==> src/rtl/dpram_port_arbiter_if.sv <==
// Requester-side command/response bus for the RAM port arbiter.
// Requester i occupies bit i of the strobes and slice i of the packed addr/data fields.
interface dpram_port_arbiter_if #(
  parameter int NREQ = 4,
  parameter int AW   = 8,
  parameter int DW   = 16
);
  logic [NREQ-1:0]    req_valid;
  logic [NREQ-1:0]    req_we;
  logic [NREQ*AW-1:0] req_addr;
  logic [NREQ*DW-1:0] req_wdata;
  logic [NREQ-1:0]    req_ready;
  logic [NREQ-1:0]    rsp_valid;
  logic [DW-1:0]      rsp_rdata;

  modport master (
    output req_valid, req_we, req_addr, req_wdata,
    input  req_ready, rsp_valid, rsp_rdata
  );

  modport slave (
    input  req_valid, req_we, req_addr, req_wdata,
    output req_ready, rsp_valid, rsp_rdata
  );
endinterface

==> src/rtl/dpram_port_arbiter.sv <==
// Round-robin arbiter sharing one RAM channel between NREQ requesters.
// The arbiter registers the winning command onto the RAM port and returns read data two edges later.
module dpram_port_arbiter #(
  parameter int NREQ = 4,
  parameter int AW   = 8,
  parameter int DW   = 16
) (
  input  logic                 clk,
  input  logic                 rst_n,
  input  logic                 arb_en,
  dpram_port_arbiter_if.slave  req_bus,
  output logic                 ram_en,
  output logic                 ram_we,
  output logic [AW-1:0]        ram_addr,
  output logic [DW-1:0]        ram_wdata,
  input  logic [DW-1:0]        ram_rdata
);

  localparam int PW = (NREQ > 1) ? $clog2(NREQ) : 1;
  localparam logic [PW-1:0] PTR_RST = PW'(NREQ - 1);

  logic [PW-1:0]   ptr;
  logic [PW-1:0]   cand;
  logic [PW-1:0]   gnt_idx;
  logic            gnt_any;
  logic [NREQ-1:0] gnt_onehot;

  logic            s1_valid, s1_rd;
  logic [PW-1:0]   s1_id;
  logic            s2_valid, s2_rd;
  logic [PW-1:0]   s2_id;

  // Scan from lowest priority to highest so the last hit is the winner.
  always_comb begin
    gnt_onehot = '0;
    gnt_idx    = ptr;
    gnt_any    = 1'b0;
    cand       = '0;
    if (arb_en && rst_n) begin
      for (int k = NREQ; k >= 1; k--) begin
        cand = PW'((int'(ptr) + k) % NREQ);
        if (req_bus.req_valid[cand]) begin
          gnt_any = 1'b1;
          gnt_idx = cand;
        end
      end
    end
    if (gnt_any) gnt_onehot[gnt_idx] = 1'b1;
  end

  assign req_bus.req_ready = gnt_onehot;

  always_ff @(posedge clk or negedge rst_n) begin
    if (!rst_n) begin
      ptr                <= PTR_RST;
      ram_en             <= 1'b0;
      ram_we             <= 1'b0;
      ram_addr           <= '0;
      ram_wdata          <= '0;
      s1_valid           <= 1'b0;
      s1_rd              <= 1'b0;
      s1_id              <= '0;
      s2_valid           <= 1'b0;
      s2_rd              <= 1'b0;
      s2_id              <= '0;
      req_bus.rsp_valid  <= '0;
      req_bus.rsp_rdata  <= '0;
    end else begin
      if (gnt_any) begin
        ptr       <= gnt_idx;
        ram_en    <= 1'b1;
        ram_we    <= req_bus.req_we[gnt_idx];
        ram_addr  <= req_bus.req_addr[gnt_idx*AW +: AW];
        ram_wdata <= req_bus.req_wdata[gnt_idx*DW +: DW];
        s1_valid  <= 1'b1;
        s1_rd     <= ~req_bus.req_we[gnt_idx];
        s1_id     <= gnt_idx;
      end else begin
        ram_en    <= 1'b0;
        ram_we    <= 1'b0;
        s1_valid  <= 1'b0;
      end

      s2_valid <= s1_valid;
      s2_rd    <= s1_rd;
      s2_id    <= s1_id;

      // RAM data for the s2 access is valid in this cycle; capture it for the issuer.
      req_bus.rsp_valid <= '0;
      if (s2_valid && s2_rd) begin
        req_bus.rsp_valid[s2_id] <= 1'b1;
        req_bus.rsp_rdata        <= ram_rdata;
      end
    end
  end

endmodule

==> src/flat_wrapper.sv <==
// flat-port wrapper written by rule: the top's interface ports become plain ports
module dpram_port_arbiter_flat 
#(
  parameter int NREQ = 4,
  parameter int AW   = 8,
  parameter int DW   = 16
)
  (clk, rst_n, arb_en, ram_en, ram_we, ram_addr, ram_wdata, ram_rdata, req_bus_req_valid, req_bus_req_we, req_bus_req_addr, req_bus_req_wdata, req_bus_req_ready, req_bus_rsp_valid, req_bus_rsp_rdata);
  dpram_port_arbiter_if #(.NREQ(NREQ), .AW(AW), .DW(DW)) req_bus_i ();
  input  logic clk;
  input  logic rst_n;
  input  logic arb_en;
  output logic ram_en;
  output logic ram_we;
  output logic [AW-1:0] ram_addr;
  output logic [DW-1:0] ram_wdata;
  input  logic [DW-1:0] ram_rdata;
  input wire logic [$bits(req_bus_i.req_valid)-1:0] req_bus_req_valid;
  input wire logic [$bits(req_bus_i.req_we)-1:0] req_bus_req_we;
  input wire logic [$bits(req_bus_i.req_addr)-1:0] req_bus_req_addr;
  input wire logic [$bits(req_bus_i.req_wdata)-1:0] req_bus_req_wdata;
  output wire logic [$bits(req_bus_i.req_ready)-1:0] req_bus_req_ready;
  output wire logic [$bits(req_bus_i.rsp_valid)-1:0] req_bus_rsp_valid;
  output wire logic [$bits(req_bus_i.rsp_rdata)-1:0] req_bus_rsp_rdata;
  assign req_bus_i.req_valid = req_bus_req_valid;
  assign req_bus_i.req_we = req_bus_req_we;
  assign req_bus_i.req_addr = req_bus_req_addr;
  assign req_bus_i.req_wdata = req_bus_req_wdata;
  assign req_bus_req_ready = req_bus_i.req_ready;
  assign req_bus_rsp_valid = req_bus_i.rsp_valid;
  assign req_bus_rsp_rdata = req_bus_i.rsp_rdata;
  dpram_port_arbiter #(.NREQ(NREQ), .AW(AW), .DW(DW)) u_core (.clk(clk), .rst_n(rst_n), .arb_en(arb_en), .req_bus(req_bus_i), .ram_en(ram_en), .ram_we(ram_we), .ram_addr(ram_addr), .ram_wdata(ram_wdata), .ram_rdata(ram_rdata));
endmodule
==> config.mk <==
export PLATFORM = sky130hd
export DESIGN_NAME = dpram_port_arbiter_flat
export DESIGN_NICKNAME = d
export VERILOG_FILES = /design/src/rtl/dpram_port_arbiter_if.sv /design/src/rtl/dpram_port_arbiter.sv /design/src/flat_wrapper.sv
export SDC_FILE = /design/constraint.sdc
export NUM_CORES = 1
export LEC_CHECK = 0
export ABC_CLOCK_PERIOD_IN_PS = 6200
export CORE_MARGIN = 5
export CORE_UTILIZATION = 40
export DETAILED_ROUTE_END_ITERATION = 6
export PLACE_DENSITY = 0.86
export RECOVER_POWER = 100
export SLEW_MARGIN = 20
export SYNTH_ARGS = -nofsm -noshare
export SYNTH_HDL_FRONTEND = slang
export SYNTH_SLANG_ARGS = --single-unit
==> constraint.sdc <==
create_clock -name clk -period 6.2 [get_ports clk]
set_input_delay 1.24 -clock clk [delete_from_list [all_inputs] [get_ports clk]]
set_output_delay 1.24 -clock clk [all_outputs]
set_load 0.02 [all_outputs]
==> results.toml <==
[floorplan]
core_sq_mm = 0.00679
die_h_um = 93.8
row_count = 30
initial_core_util = 0.413
io_pins = 173
die_area_sq_mm = 0.00879
die_w_um = 93.8

[layout]
layout_commonest_cell = "clkdlybuf4s50_1"
area_growth_pct = 66.2
mostFrequentLayoutCells = "clkdlybuf4s50_1 (104), dlygate4sd3_1 (67), dfrtp_1 (53)"
diodes = 0
drive_gt1_frac = 0.0875
fin_nets = 523
fillers = 544

[yosys]
yosysWarnings = 0
async_flop_share = 1.00
netlist_area_sq_mm = 0.00281
ys_types = 33
synth_edf_count = 0
synth_nets = 353
yosysTopAreaCellShare = 0.473
ys_dominant_reg_cell = "dfrtp_1"
synth.area.top_cells = "dfrtp_1 (47%), mux2i_1 (18%), mux2_2 (6.4%)"
synth_adder_area_share = 0
yosysTopAreaCell = "dfrtp_1"
synth_top_family_by_area = "multiplexers"
synthMuxAreaShare = 0.243
syn_avg_cell_area_sq_um = 12.2
synth_cells = 230
synth-simple-area-share = 0.0918
ys_ff_latch = 55
synth-compound-area-share = 0.140
synth-seq-area-share = 0.491
synth-xor-area-share = 0

[job]
max_cap_violations = 0

[critical_path]
arrival_ns = 4.19
crit_type = "input pin to primary output"
path_delay_family = "buffers and inverters"
cpMaxStageDelayCell = "dlygate4sd3_1"
path_cells = "dlygate4sd3_1 > nor2_1 > nand2_1 > nand2_1 > clkinv_1 > clkbuf_1 > nand2b_1 > nor2_1 > dlygate4sd3_1"
crit_required_ns = 4.96
crit_fanout = 15
crit_path_start_kind = "input pin"
timing.critical_path.buf_inv = 4
crit_path_end_kind = "primary output"
max_stage_delay_ns = 0.69

[route]
met1_length_mm = 3.28
postRouteAntennaNets = 0
dr.pass1.iters = 4
totalWireLength_mm = 8.29
vias = 2516
drc = 0
wl_per_cell_um = 16.7
met3_length_um = 730
maxUsedRoutingLayer = "met4"
route.met2.wl_mm = 4.14
routed_via_density = 5.07
drtIter0Drc = 102

[global_route]
grt_pass1_vias = 2684
grt_use_total = 0.184
grt_max_degree = 57
antenna_found_initial = 0
grt_pass1_wl_mm = 12.8
overflow = 0

[cts]
numCtsBuffers = 5
cts_tree = "done"
cts.sinks = 55
post_cts_buffers = 0
cts_hold_buffers = 0
cts_max_level = 2
clk_pin_slew_ns = 0.09
cts_buffer_depth = 2
cts-root-buf = "clkbuf_8"
clock_latency_ns = 0.30
cts_resized = 0

[power]
power_density_mw_per_mm2 = 339
vdd_drop_max_v = 0.000140
p_leak_nw = 1.94

[place]
hpwlAfterDp_mm = 6.69
portBuffers = 172
globalplace.congestion = 0.864

[sta]
whs_ns = 0.382
finalCriticalPeriod_ns = 5.43
finalSetupViolations = 0
final_hold_viol_count = 0
fin_setup_tns_ns = 0
finClkSkew_ns = 0.00494
tightest_slew_ns = 1.38
max_slew_margin = 0.0793
fin_crit_sh = 0.876
rsz0062_at_grt = "false"
drv_slew = 0
max_freq_mhz = 184

[run_status]
status = "finished, final reports clean"

[worst_hold_path]
hold_path.class = "flip-flop to flip-flop"
==> per-stage QoR <==
step            util  cells  area, sq um  total power [mW]  setup slack [ns]
5_1_grt        0.686    496         4660              1.68             0.534
3_3_place_gp   0.676    489         4590              1.40             0.954
6_report       0.686    496         4660              1.58             0.771
3_5_place_dp   0.676    489         4590              1.43             0.882
4_1_cts        0.691    496         4700              1.66             0.881
2_1_floorplan      -    230         2810              1.05              2.54
==> cells in the mapped netlist (2+ instances only) <==
cell type / instances
o221ai_1: 4
a21oi_1: 2
nor2_1: 26
and2_1: 4
dfrtp_1: 53
nor3_1: 2
buf_4: 2
clkbuf_1: 3
dfstp_2: 2
nor3b_1: 2
a221oi_2: 8
buf_2: 5
nand2_1: 15
buf_6: 3
a221oi_1: 13
inv_1: 2
nand2b_1: 4
mux2_2: 16
mux2i_1: 50
==> kinds of logic after synthesis <==
group,after synthesis
AOI/OAI and AO/OA,36
buffers and inverters,16
DFF,55
muxes,66
and+or+nand+nor,57
==> where the power goes <==
| part | internal, mW | switching, mW |
|---|---|---|
| Combinational | 0.401 | 0.391 |
| Clock | 0.118 | 0.111 |
| Sequential | 0.487 | 0.0733 |
| Total | 1.01 | 0.575 |
==> flip-flops by register name, indices dropped and copies added, names as in the netlist <==
signal and count:
u_core.ram_en 1, u_core.req_bus.rsp_valid 4, u_core.ram_we 1, u_core.s1_rd 1, u_core.s2_id 2, u_core.ptr 2, u_core.s2_valid 1, u_core.s1_id 2
u_core.ram_addr 8, u_core.ram_wdata 16, u_core.s2_rd 1, u_core.req_bus.rsp_rdata 16
==> per-layer routing <==
| layer | GRT usage | up-vias |
|---|---|---|
| li1 | - | 1197 |
| met1 | 0.219 | 1189 |
| met2 | 0.322 | 118 |
| met3 | 0.0489 | 12 |
| met4 | 0.0590 | 0 |
| met5 | 0 | - |
==> path summary, 6_finish.rpt <==
path	startpoint	endpoint	slack [ns]	depth (start not counted)
hold reg to reg	u_core.ram_en	u_core.s2_valid	0.38	0
hold / removal	u_core.ram_en	u_core.s2_valid	0.38	0
setup reg to reg	u_core.ptr[1]	u_core.ram_addr[6]	3.27	6
min in group asynchronous	rst_n	u_core.req_bus.rsp_rdata[10]	1.13	2
setup / recovery	req_bus_req_valid[3]	req_bus_req_ready[0]	0.77	9
max in group asynchronous	rst_n	u_core.ram_wdata[5]	4.62	2
==> final cells by class <==
| cell class | count | area [sq um] | share of cell area |
|---|---|---|---|
| sequential | 55 | 1380 | 0.296 |
| multi-input combinational | 159 | 1310 | 0.281 |
| tap | 96 | 120 | 0.0258 |
| clock buffer | 5 | 68.8 | 0.0148 |
| timing repair buffer | 176 | 1740 | 0.373 |
| inverter | 3 | 11.3 | 0.00241 |
| clock inverter | 2 | 37.5 | 0.00805 |
Power figures use the tool's default switching activity.
